`src/rtl/uart_bus_bridge.sv`:
```
// UART-to-bus bridge: parses W/R command frames from the RX FIFO, runs a single
// 16-bit bus transaction, and pushes the reply bytes into the TX FIFO.
module uart_bus_bridge #(
    parameter int unsigned BUS_TIMEOUT = 1024,
    parameter logic [7:0]  CMD_WRITE   = 8'h57,
    parameter logic [7:0]  CMD_READ    = 8'h52
) (
    input  logic        clk,
    input  logic        rst,
    input  logic [7:0]  rx_byte,
    input  logic        rx_fifo_empty,
    output logic        rx_fifo_pop,
    output logic [7:0]  tx_byte,
    output logic        transmit,
    input  logic        tx_fifo_full,
    output logic [15:0] bus_addr,
    output logic [15:0] bus_wdata,
    output logic        bus_we,
    output logic        bus_req,
    input  logic        bus_ack,
    input  logic [15:0] bus_rdata,
    output logic        busy,
    output logic        err
);

    localparam int unsigned TW = (BUS_TIMEOUT > 1) ? $clog2(BUS_TIMEOUT) : 1;
    localparam logic [TW-1:0] TMO_LAST = TW'(BUS_TIMEOUT - 1);

    localparam logic [7:0] RESP_OK  = 8'h4B;
    localparam logic [7:0] RESP_ERR = 8'h45;
    localparam logic [7:0] RESP_BAD = 8'h3F;

    typedef enum logic [2:0] {StIdle, StPopWait, StOperand, StBus, StResp} state_e;

    state_e        state_q, state_d;
    logic [1:0]    cnt_q, cnt_d;
    logic [15:0]   addr_q, addr_d;
    logic [15:0]   wdata_q, wdata_d;
    logic          we_q, we_d;
    logic          req_q, req_d;
    logic [15:0]   rdata_q, rdata_d;
    logic [TW-1:0] tmo_q, tmo_d;
    logic [7:0]    code_q, code_d;
    logic [1:0]    len_q, len_d;
    logic [1:0]    idx_q, idx_d;
    logic [7:0]    tx_byte_q, tx_byte_d;
    logic          transmit_q, transmit_d;
    logic          err_q, err_d;
    logic          pop;

    // State and datapath registers
    always_ff @(posedge clk or negedge rst) begin
        if (!rst) begin
            state_q    <= StIdle;
            cnt_q      <= '0;
            addr_q     <= '0;
            wdata_q    <= '0;
            we_q       <= 1'b0;
            req_q      <= 1'b0;
            rdata_q    <= '0;
            tmo_q      <= '0;
            code_q     <= '0;
            len_q      <= '0;
            idx_q      <= '0;
            tx_byte_q  <= '0;
            transmit_q <= 1'b0;
            err_q      <= 1'b0;
        end else begin
            state_q    <= state_d;
            cnt_q      <= cnt_d;
            addr_q     <= addr_d;
            wdata_q    <= wdata_d;
            we_q       <= we_d;
            req_q      <= req_d;
            rdata_q    <= rdata_d;
            tmo_q      <= tmo_d;
            code_q     <= code_d;
            len_q      <= len_d;
            idx_q      <= idx_d;
            tx_byte_q  <= tx_byte_d;
            transmit_q <= transmit_d;
            err_q      <= err_d;
        end
    end

    // Next-state logic: frame parsing, bus handshake, reply sequencing
    always_comb begin
        state_d    = state_q;
        cnt_d      = cnt_q;
        addr_d     = addr_q;
        wdata_d    = wdata_q;
        we_d       = we_q;
        req_d      = req_q;
        rdata_d    = rdata_q;
        tmo_d      = tmo_q;
        code_d     = code_q;
        len_d      = len_q;
        idx_d      = idx_q;
        tx_byte_d  = tx_byte_q;
        transmit_d = 1'b0;
        err_d      = 1'b0;
        pop        = 1'b0;

        case (state_q)
            StIdle: begin
                if (!rx_fifo_empty) begin
                    pop   = 1'b1;
                    cnt_d = '0;
                    if (rx_byte == CMD_WRITE) begin
                        we_d    = 1'b1;
                        state_d = StPopWait;
                    end else if (rx_byte == CMD_READ) begin
                        we_d    = 1'b0;
                        state_d = StPopWait;
                    end else begin
                        err_d   = 1'b1;
                        code_d  = RESP_BAD;
                        len_d   = 2'd1;
                        idx_d   = '0;
                        state_d = StResp;
                    end
                end
            end

            // Gives the RX FIFO one cycle to update its status after a pop
            StPopWait: state_d = StOperand;

            StOperand: begin
                if (!rx_fifo_empty) begin
                    pop = 1'b1;
                    case (cnt_q)
                        2'd0:    addr_d[15:8]  = rx_byte;
                        2'd1:    addr_d[7:0]   = rx_byte;
                        2'd2:    wdata_d[15:8] = rx_byte;
                        default: wdata_d[7:0]  = rx_byte;
                    endcase
                    cnt_d = cnt_q + 2'd1;
                    if (cnt_q == (we_q ? 2'd3 : 2'd1)) begin
                        req_d   = 1'b1;
                        tmo_d   = '0;
                        state_d = StBus;
                    end else begin
                        state_d = StPopWait;
                    end
                end
            end

            // Ack is checked before expiry so a last-cycle ack still succeeds
            StBus: begin
                if (bus_ack && req_q) begin
                    req_d   = 1'b0;
                    rdata_d = bus_rdata;
                    code_d  = RESP_OK;
                    len_d   = we_q ? 2'd1 : 2'd3;
                    idx_d   = '0;
                    state_d = StResp;
                end else if (tmo_q == TMO_LAST) begin
                    req_d   = 1'b0;
                    err_d   = 1'b1;
                    code_d  = RESP_ERR;
                    len_d   = 2'd1;
                    idx_d   = '0;
                    state_d = StResp;
                end else begin
                    tmo_d = tmo_q + TW'(1);
                end
            end

            // Skipping the cycle after a pulse lets tx_fifo_full catch up
            StResp: begin
                if (!transmit_q && !tx_fifo_full) begin
                    transmit_d = 1'b1;
                    case (idx_q)
                        2'd0:    tx_byte_d = code_q;
                        2'd1:    tx_byte_d = rdata_q[15:8];
                        default: tx_byte_d = rdata_q[7:0];
                    endcase
                    idx_d = idx_q + 2'd1;
                    if (idx_q == len_q - 2'd1) begin
                        state_d = StIdle;
                    end
                end
            end

            default: state_d = StIdle;
        endcase
    end

    // Output mapping; pop is held low while reset is asserted
    always_comb begin
        rx_fifo_pop = pop & rst;
        tx_byte     = tx_byte_q;
        transmit    = transmit_q;
        bus_addr    = addr_q;
        bus_wdata   = wdata_q;
        bus_we      = we_q;
        bus_req     = req_q;
        busy        = (state_q != StIdle);
        err         = err_q;
    end

endmodule

```
`config.mk`:
```
export PLATFORM = sky130hd
export DESIGN_NAME = uart_bus_bridge
export DESIGN_NICKNAME = d
export VERILOG_FILES = /design/src/rtl/uart_bus_bridge.sv
export SDC_FILE = /design/constraint.sdc
export NUM_CORES = 1
export LEC_CHECK = 0
export ABC_AREA = 0
export CORE_UTILIZATION = 30
export CTS_CLUSTER_SIZE = 16
export DETAILED_ROUTE_END_ITERATION = 16
export HOLD_SLACK_MARGIN = 0.08
export SLEW_MARGIN = 20
export SYNTH_ARGS = -nofsm -noshare
export SYNTH_HDL_FRONTEND = slang
export SYNTH_SLANG_ARGS = --single-unit
```
`constraint.sdc`:
```
create_clock -name clk -period 2.5 [get_ports clk]
set_input_delay 0.25 -clock clk [delete_from_list [all_inputs] [get_ports clk]]
set_output_delay 0.25 -clock clk [all_outputs]
set_load 0.01 [all_outputs]
```
# Word-level counts from Yosys, hierarchy flattened

Index checks and enable logic that the tools add are counted.

Register bits after elaboration: 87
Word-level logic and storage cells: 130

Equality and inequality tests: 22
Add/subtract/negate cells: 4
Bitwise operators: 3
Multiplexer cells: 57
Reduce and logical (&&, ||, !) cells: 28

Operators by type and width:

| kind                                                             | number |
|---|---|
| 10-bit 2-to-1 mux                                                | 4 |
| 8-bit 2-to-1 mux                                                 | 5 |
| 2-bit 2-to-1 mux                                                 | 16 |
| 8-bit one-hot mux with 2 select lines                            | 2 |
| 3-bit 2-to-1 mux                                                 | 8 |
| 10-bit one-hot mux with 2 select lines                           | 1 |
| 2-bit inequality test (second input constant)                    | 9 |
| 3-bit AND reduction                                              | 6 |
| 8-bit by 7-bit == test with 1-bit output (second input constant) | 2 |
| 1-bit 2-to-1 mux                                                 | 15 |
| 3-bit one-hot mux with 5 select lines                            | 1 |
| 5-bit AND reduction                                              | 3 |
| 10-bit by 1-bit adder with 10-bit output (second input constant) | 1 |
| 10-bit == test (second input constant)                           | 1 |
| 2-bit one-hot mux with 2 select lines                            | 2 |
| 2-bit nonzero test                                               | 4 |
| 3-bit by 2-bit == test with 1-bit output (second input constant) | 2 |
| 2-bit one-hot mux with 3 select lines                            | 1 |
| 6-bit AND reduction                                              | 1 |
| 3-bit nonzero test                                               | 2 |
| 2-bit by 1-bit adder with 2-bit output (second input constant)   | 2 |
| 2-bit by 1-bit == test with 1-bit output (second input constant) | 2 |
| 2-bit == test                                                    | 2 |
| 2-bit zero test                                                  | 2 |
| other kinds (15)                                                 | 20 |

# Logic depth before layout (Yosys ltp)

Gate-level depths: netlist of run 1.

Word-level depth: 5
Depth in mapped cells: 6
Mapped depth without buffers: 5

# Least setup slack after synthesis of run 1

Ideal clock, no wire load.

Path kind: register -> register
From: register state_q[0]
To: register len_q[1]
Path buffers: 1
Arrival time: 1.730 ns
Period minus slack after synthesis: 1.854 ns
Stages on the path, launching flop included: 6
Path slack: 0.646 ns
Path through: dfrtp_1 > buf_6 > or3_4 > mux2_1 > a211o_1 > a211o_1

Cells in the longest elaborated chain, start to end: 3

RTL lines:

| what                                                                               | RTL line | text |
|---|---|---|
| from (decl)                                                                        | 35       | `state_e state_q, state_d;` |
| from (signal assigned)                                                             | 54       | `state_q <= StIdle;` |
| from (signal assigned)                                                             | 69       | `state_q <= state_d;` |
| 3-bit by 2-bit == test with 1-bit output / 3-bit zero test (equally long branches) | 104      | `case (state_q)` |
| 3-bit inequality test (no line), or another cell as far along                      | --       |  |
| 5-bit AND reduction (no line)                                                      | --       |  |
| to (signal assigned)                                                               | 78       | `len_q <= len_d;` |
| to (decl)                                                                          | 44       | `logic [1:0] len_q, len_d;` |

Parallel ways exist; a longest one is shown, timed or not.
A chain may end at the register's enable or synchronous reset.

# Worst setup path after layout of run 1

From: input port rst
To: output port rx_fifo_pop

Cells in the longest elaborated chain, start to end: 1

RTL lines:

| what              | RTL line | text |
|---|---|---|
| from (decl)       | 9        | `input logic rst,` |
| 1-bit bitwise AND | 191      | `rx_fifo_pop = pop & rst;` |
| to (decl)         | 12       | `output logic rx_fifo_pop,` |

Every way passes these cells.

==> key figures, run 1 <==
Flow run
  – Maxcap violations: 0

Timing
  – Slew Limit Fails: 0
  – Measured slew at the worst slew-check pin: 0.718 ns
  – Final hold violations: 0
  – Unrepaired setup endpoints after global routing: false
  – Final TNS setup: 0 ns
  – F_max: 0.474 GHz
  – Fin Clk Skew: 0.00617 ns
  – Fin crit share: 84.3%
  – Worst rel slew slack: 52.1%
  – Finish-stage setup viols: 0
  – Period minus WS final: 2.11 ns

Yosys
  – #FFs+latches synth: 83
  – Ys flop type: dfrtp_1
  – Cells after Synth: 314
  – Yosys top cell area share: 56.2%
  – Post-synthesis adder-cell area fraction: 2.37%
  – Syn Nets: 350
  – Yosys warnings: 0
  – Mux share of post-synthesis cell area: 14.5%
  – EDFF count, synth: 0
  – Simple-Gate Fraction of Synth Area: 10.8%
  – Largest family of logic cells by synthesized area: multiplexers
  – Distinct cells, synth: 51
  – Top post-synthesis cells by area: dfrtp_1 (56%), mux2_2 (13%), nand2_1 (3.1%), o21ai_0 (2.8%), ha_1 (2.4%)
  – Most instantiated cells after synthesis: dfrtp_1 (83), mux2_2 (42), nand2_1 (31)
  – Largest area contributor in the netlist: dfrtp_1
  – Xor and xnor area share after synthesis: 0.711%
  – Top-count cell post-synth: dfrtp_1
  – Post-synthesis async set-or-reset flop share: 100%
  – Synthesized area per cell: 11.8 um2
  – Synth Cell Area: 3700 um2
  – Compound-Gate Fraction of Synth Area: 12.6%
  – Post-synthesis sequential area ratio: 56.2%

Drt
  – Remaining antenna violation count: 0
  – DRC errors left: 0
  – DRT iter0 DRCs: 110
  – Total wire length: 8680 um
  – Total number of vias: 2724
  – Vias/cell: 4.98
  – Routed WL per cell: 15.9 um
  – DRT Pass-1 Iters: 4

Clock network
  – Clock-pin slew on the worst setup and hold paths: 0.06 ns
  – CTS tree: yes
  – CTS root buf: clkbuf_16
  – CTS H-tree depth: 3
  – CTS sink cnt: 83
  – Num CTS Buffers: 9
  – CTS Buffer Depth: 2
  – Post-cts resize count: 0
  – Hold_buf cts: 1
  – Setup bufs post-CTS: 0
  – Clock Latency Late Sink: 0.34 ns

Placed design
  – GPL Wtd Cong: 0.723
  – I/O Buffers: 74
  – Detail Placement HPWL: 6140 um

Die
  – Row count: 40
  – I/O pins: 75
  – Total core area: 12000 um2
  – DIE HEIGHT: 113 um
  – Starting Density: 30.8%
  – Die area: 12800 um2
  – Die span in x: 113 um

Setup path
  – Crit path max-delay family: buffers and inverters
  – CP Capture Type: output port
  – Crit-path cells: dlygate4sd3_1 > buf_4 > and2_1 > clkdlybuf4s50_1
  – CP bufs+invs: 3
  – Critical path type: primary input to output port
  – Worst-path maximum fanout: 29
  – Peak per-stage delay on the critical path: 0.54 ns
  – Slowest cell on crit path: clkdlybuf4s50_1
  – Startpoint Class: primary input
  – Critical path required time: 2.25 ns
  – Worst EP arrival: 1.86 ns

Global route
  – Number of global-route vias before repair: 2785
  – Gr usage total: 14.4%
  – Initial antenna violation count: 0
  – Global route total overflow: 0
  – First-pass GRT wire length: 14000 um
  – Largest net degree at the start of global routing: 57

Final layout
  – ANT cells: 0
  – Fill count: 1173
  – Area grow syn2layout: 32.7%
  – Finished Core Util: 40.8%
  – Share of cells above drive strength 1: 17.5%
  – Final nets: 431

Pwr
  – Max VDD drop: 0.000349 V
  – Lkg Pwr: 2.22 nW
  – Pwr per Cell Area: 696 nW/um2

Hold path
  – Worst min path class: primary input to asynchronous set/reset pin

Outcome
  – Run status: completed
[per-stage QoR]
step	setup WS, ns	power [mW]	instance area [um2]	hold slack, ns	instances
after floorplan	0.646	1.87	3700	-0.0456	314
after global placement	0.437	2.18	4610	0.201	530
after detailed placement	0.421	2.18	4610	0.202	530
after CTS	0.336	3.46	4910	0.378	547
after global routing	0.288	3.60	4910	0.394	547
final	0.392	3.41	4910	0.365	547
[routing by layer]
layer | track usage (%) | part of all wire [%] | vias up
li1 | - | - | 1299
met3 | 7.02 | 9.4 | 13
met1 | 17.7 | 44 | 1348
met5 | 0 | 0 | -
met2 | 22.1 | 45 | 64
met4 | 4.74 | 1.3 | 0
[final timing paths]
path,start,end,slack [ns],cells after the start
worst max-delay path,rst,rx_fifo_pop,0.39,4
worst min-delay path,rst,bus_wdata[4],0.37,2
worst max register to register,state_q[1],len_q[1],0.44,4
worst min register to register,code_q[5],code_q[5],0.48,1
max in group asynchronous,rst,tmo_q[9],1.09,3
min in group clk,code_q[5],code_q[5],0.48,1
[power breakdown]
part	switching, mW	leakage (nW)	internal, mW
clock network	0.576	0.138	0.690
logic	0.339	0.992	0.319
registers	0.0652	1.09	1.42
total	0.980	2.22	2.43
[layout by cell type (no fill, tap or decap), types with 4 or more instances in the layout]
cell / count
buf_4: 6
a221oi_1: 5
a21oi_1: 10
inv_1: 15
a22o_1: 4
a31oi_1: 8
ha_1: 7
nand2_1: 31
clkbuf_16: 9
mux2_2: 42
clkinv_4: 4
nor2_1: 9
nor3_1: 6
nand3_1: 6
and2_1: 4
clkdlybuf4s50_1: 73
nand4_1: 4
o21ai_0: 21
dfrtp_1: 83
[registers in the layout, indices dropped and copies added (netlist names)]
name	cells
err	1
bus_req	1
bus_we	1
code_q	4
cnt_q	2
bus_addr	16
tmo_q	10
bus_wdata	16
idx_q	2
len_q	2
tx_byte	8
transmit	1
rdata_q	16
state_q	3
[logic make-up after synthesis]
kind of cell               count (synthesis)
DFF                                       83
AOI/OAI and AO/OA                         70
buffers and inverters                     25
xor gates and xnor gates                   3
and+or+nand+nor                           78
adders and majority gates                  7
muxes                                     48
[cell type report]
| class | count | area (um2) | share of cell area (%) |
|---|---|---|---|
| Clock buffer | 9 | 225 | 4.59 |
| Clock inverter | 7 | 62.6 | 1.28 |
| Inverter | 15 | 56.3 | 1.15 |
| Multi-Input combinational cell | 206 | 1520 | 30.9 |
| Sequential cell | 83 | 2080 | 42.3 |
| Tap cell | 147 | 184 | 3.75 |
| Timing Repair Buffer | 80 | 786 | 16.0 |
Note: power is estimated with default switching activity, not from simulation.
==> run 2: changes to the inputs <==
Clock period 2.5 ns to 2 ns, I/O delays scaled along.
==> run 2 against run 1 <==
  * Non-clock buffer count is 22 higher
  * Utilization is 1.9 points higher
  * Via count is 2.9% higher
  * Count of clock-buffer cells in the layout stayed put
  * Global-route usage is 0.31 points higher
  * Critical path type is now flip-flop to output port
  * Critical endpoint unchanged
==> key figures, run 2 (synthesized netlist as in run 1, its figures left out) <==
Outcome
  – Run status: completed

Timing
  – Fin Clk Skew: 0.0102 ns
  – Final hold violations: 0
  – Slew Limit Fails: 0
  – Measured slew at the worst slew-check pin: 0.444 ns
  – F_max: 0.522 GHz
  – Fin crit share: 95.8%
  – Worst rel slew slack: 70.4%
  – Period minus WS final: 1.92 ns
  – Unrepaired setup endpoints after global routing: false
  – Final TNS setup: 0 ns
  – Finish-stage setup viols: 0

Clock network
  – CTS H-tree depth: 3
  – CTS tree: yes
  – CTS Buffer Depth: 2
  – Clock-pin slew on the worst setup and hold paths: 0.06 ns
  – Clock Latency Late Sink: 0.34 ns
  – CTS root buf: clkbuf_16
  – CTS sink cnt: 83
  – Num CTS Buffers: 9
  – Setup bufs post-CTS: 0

Final layout
  – Most common cell after layout, fill and taps aside: dfrtp_1
  – Most frequent cells in the layout: dfrtp_1 (83), clkdlybuf4s50_1 (73), mux2_2 (42), nand2_1 (31), buf_4 (26)
  – Area grow syn2layout: 38.8%
  – Final nets: 453
  – ANT cells: 0
  – Multi-input logic area: 1530 um2
  – Finished Core Util: 42.7%
  – Share of cells above drive strength 1: 22.0%
  – FF+latch area: 2080 um2
  – Fill count: 1166

Setup path
  – Critical path type: flip-flop to output port
  – Worst EP arrival: 1.72 ns
  – Worst-path maximum fanout: 3
  – Critical path required time: 1.80 ns
  – CP Capture Type: output port
  – Startpoint Class: flip-flop

Pwr
  – Lkg Pwr: 2.34 nW
  – Max VDD drop: 0.000508 V
  – Pwr per Cell Area: 875 nW/um2

Drt
  – Total wire length: 8810 um
  – Routed WL per cell: 15.5 um
  – DRT Pass-1 Iters: 4
  – Remaining antenna violation count: 0
  – Total number of vias: 2802
  – DRT iter0 DRCs: 93
  – Vias/cell: 4.92
  – DRC errors left: 0

Global route
  – Initial antenna violation count: 0
  – Number of global-route vias before repair: 2798
  – Gr usage total: 14.7%
  – Largest net degree at the start of global routing: 84
  – First-pass GRT wire length: 14700 um
  – Global route total overflow: 0

Die
  – I/O pins: 75
  – Die area: 12800 um2
  – Total core area: 12000 um2
  – Starting Density: 30.8%
  – Row count: 40
  – DIE HEIGHT: 113 um
  – Die span in x: 113 um

Placed design
  – I/O Buffers: 74
  – GPL Wtd Cong: 0.763
  – Detail Placement HPWL: 6320 um

Hold path
  – Worst min path class: flip-flop to flip-flop

Flow run
  – Maxcap violations: 0
-- run 2: per-stage QoR --
step	hold WS [ns]	cells	total power, mW	cell area [um2]	worst slack, ns
2_1_floorplan	-0.0956	314	2.33	3700	0.146
3_3_place_gp	0.317	552	2.80	4800	0.118
3_5_place_dp	0.319	552	2.82	4800	0.0920
4_1_cts	0.464	569	4.54	5120	0.0400
5_1_grt	0.482	569	4.70	5130	0.0120
6_report	0.472	569	4.49	5130	0.0846
-- run 2: final cells by class --
type                       instances  share of cell area [%]
multi-input combinational        206                    29.8
tap                              147                    3.59
inverter                          15                    1.10
clock inverter                     7                    1.63
timing repair buffer             102                    19.0
clock buffer                       9                    4.39
sequential                        83                    40.5
-- run 2: critical path, cell delays in order (launching register included) --
cell and delay [ns]:
dfrtp_1 0.39, buf_4 0.16, nor3_4 0.18, and2_1 0.14, clkdlybuf4s50_1 0.52
-- run 2: timing repair --
action,4_1_cts,5_1_grt
pin swaps,0,0
hold buffers,1,0
hold endpoints to repair,83,0
gates resized for setup,1,1
endpoints found under the setup margin,1,1
-- run 2: path summary, 6_finish.rpt --
kind                            start            end  slack (ns)  depth (start not counted)
min in group asynchronous         rst  bus_wdata[12]        0.49                          3
max in group asynchronous         rst     rdata_q[0]        1.18                          3
max reg2reg                state_q[2]       len_q[1]        0.13                          4
max                        state_q[0]    rx_fifo_pop        0.08                          4
min reg2reg                 code_q[5]      code_q[5]        0.47                          1
min                         code_q[5]      code_q[5]        0.47                          1
-- run 2: report_power, final --
group          total [mW]  switching (mW)  leakage (nW)  internal (mW)
Combinational       0.918           0.455          1.10          0.463
Sequential           1.86          0.0773          1.09           1.78
Clock                1.71           0.721         0.149          0.990
-- run 2: metal layers --
layer | wire length (um) | part of all wire, % | GRT usage, % | vias up
met2 | 4150 | 47 | 23.8 | 84
met3 | 741 | 8.4 | 5.78 | 9
met1 | 3810 | 43 | 18.3 | 1359
met4 | 102 | 1.2 | 3.95 | 0
li1 | - | - | - | 1350
met5 | 0 | 0 | 0 | -
==> run 3: changes to the inputs <==
Settings changed: CORE_ASPECT_RATIO set to 0.9.
==> run 3 against run 2 <==
  * Routed wire length up 2.4%
  * Sequential power about the same
  * Die area about the same
  * Clock skew down 0.0036 ns
  * Final area up 1.3%
  * Cell count up 2.5%
  * Sequential cell count unchanged
  * Combinational power up 1%
  * Via count up 1.7%
  * Critical path type unchanged
==> key figures, run 3 (synthesized netlist as in run 1, its figures left out) <==
Global route
  – Number of global-route vias before repair: 2910
  – Global route total overflow: 0
  – First-pass GRT wire length: 15100 um
  – Largest net degree at the start of global routing: 84
  – Initial antenna violation count: 0
  – Gr usage total: 15.4%

Final layout
  – Most common cell after layout, fill and taps aside: dfrtp_1
  – Finished Core Util: 43.2%
  – Area grow syn2layout: 40.6%
  – Fill count: 1141
  – Most frequent cells in the layout: dfrtp_1 (83), clkdlybuf4s50_1 (72), mux2_2 (42), nand2_1 (31), buf_4 (27)
  – Cell area after layout: 5200 um2
  – Non-filler cells, final: 583
  – ANT cells: 0
  – Share of cells above drive strength 1: 22.2%
  – Multi-input logic area: 1530 um2
  – FF+latch area: 2080 um2
  – Final nets: 454

Drt
  – DRT Pass-1 Iters: 5
  – DRC errors left: 0
  – Vias/cell: 4.89
  – DRT iter0 DRCs: 143
  – Total wire length: 9020 um
  – Total number of vias: 2849
  – Remaining antenna violation count: 0
  – Routed WL per cell: 15.5 um

Clock network
  – CTS Buffer Depth: 2
  – Num CTS Buffers: 9
  – Clock-pin slew on the worst setup and hold paths: 0.06 ns
  – CTS sink cnt: 83
  – Clock Latency Late Sink: 0.33 ns
  – CTS root buf: clkbuf_16
  – CTS tree: yes
  – CTS H-tree depth: 3

Timing
  – Period minus WS final: 1.94 ns
  – Finish-stage setup viols: 0
  – Final hold violations: 0
  – Final TNS setup: 0 ns
  – Hold slack: 0.478 ns
  – Fin Clk Skew: 0.00658 ns
  – Fin worst setup slack: 0.0617 ns
  – Measured slew at the worst slew-check pin: 0.452 ns
  – Worst rel slew slack: 69.6%
  – Slew Limit Fails: 0
  – Fin crit share: 96.9%
  – F_max: 0.516 GHz

Die
  – DIE HEIGHT: 107 um
  – Starting Density: 30.7%
  – Die area: 12800 um2
  – Die span in x: 119 um
  – Row count: 38
  – I/O pins: 75
  – Total core area: 12000 um2

Setup path
  – Critical path type: flip-flop to output port
  – Slowest cell on crit path: clkdlybuf4s50_1
  – Setup crit start: state_q[0]
  – Peak per-stage delay on the critical path: 0.51 ns
  – Reg2Reg Depth: 5
  – Worst EP arrival: 1.74 ns
  – Critical path required time: 1.80 ns
  – FF-to-FF Start: state_q[0]
  – Crit-path cells: buf_4 > or3_4 > clkdlybuf4s50_1
  – CP Capture Type: output port
  – Worst-path maximum fanout: 3
  – Startpoint Class: flip-flop

Placed design
  – DP Worst Slack: 0.103 ns
  – I/O Buffers: 74
  – Placed insts: 564
  – Placed cell area: 4810 um2
  – Detail Placement HPWL: 6450 um
  – GPL Wtd Cong: 0.746

Outcome
  – Run status: completed

Flow run
  – Maxcap violations: 0

Hold path
  – Worst min path class: primary input to flip-flop
  – Hold Path Depth: 2
  – Start point of the worst hold path: bus_rdata[6]

Pwr
  – Max VDD drop: 0.000470 V
  – Pwr per Cell Area: 903 nW/um2
  – Tot Pwr: 4.69 mW
  – Lkg Pwr: 2.39 nW
## run 3: layout make-up
class	instances	area share (%)
Clock inverter	5	1.93
Sequential cell	83	40.0
Clock buffer	11	4.67
Multi-Input combinational cell	206	29.5
Timing Repair Buffer	103	19.0
Tap cell	160	3.85
Inverter	15	1.08
## run 3: final timing paths
| path | slack (ns) | to |
|---|---|---|
| min in group asynchronous | 0.50 | bus_wdata[3] |
| worst min-delay path | 0.48 | rdata_q[6] |
| worst min register to register | 0.48 | tx_byte[7] |
| max in group asynchronous | 1.16 | tmo_q[5] |
| worst max-delay path | 0.06 | busy |
| worst max register to register | 0.08 | len_q[1] |
## run 3: report_power, final
group          switching, mW  internal (mW)
registers             0.0835           1.78
clock network          0.648           1.25
logic                  0.456          0.473
## run 3: repair_timing
| item | in CTS | in global routing |
|---|---|---|
| endpoints found under the hold margin | 83 | 0 |
| buffers inserted | 2 | 0 |
| hold buffers | 1 | 0 |
| pin swaps | 0 | 0 |
| setup endpoints to repair | 1 | 4 |
| gates resized for setup | 1 | 3 |
## run 3: worst max-delay path: cells and delay by family, from the launching register on
family / cells / cell delay (ns)
buffers and inverters: 2 / 0.65
flip-flops: 1 / 0.38
AND/OR/NAND/NOR: 1 / 0.38
## run 3: routing by layer
metal	part of all wire, %	wire length [um]	track usage, %
met5	0	0	0
met2	47	4250	23.5
met4	2.1	193	7.14
met3	2.7	242	3.28
met1	48	4330	20.9
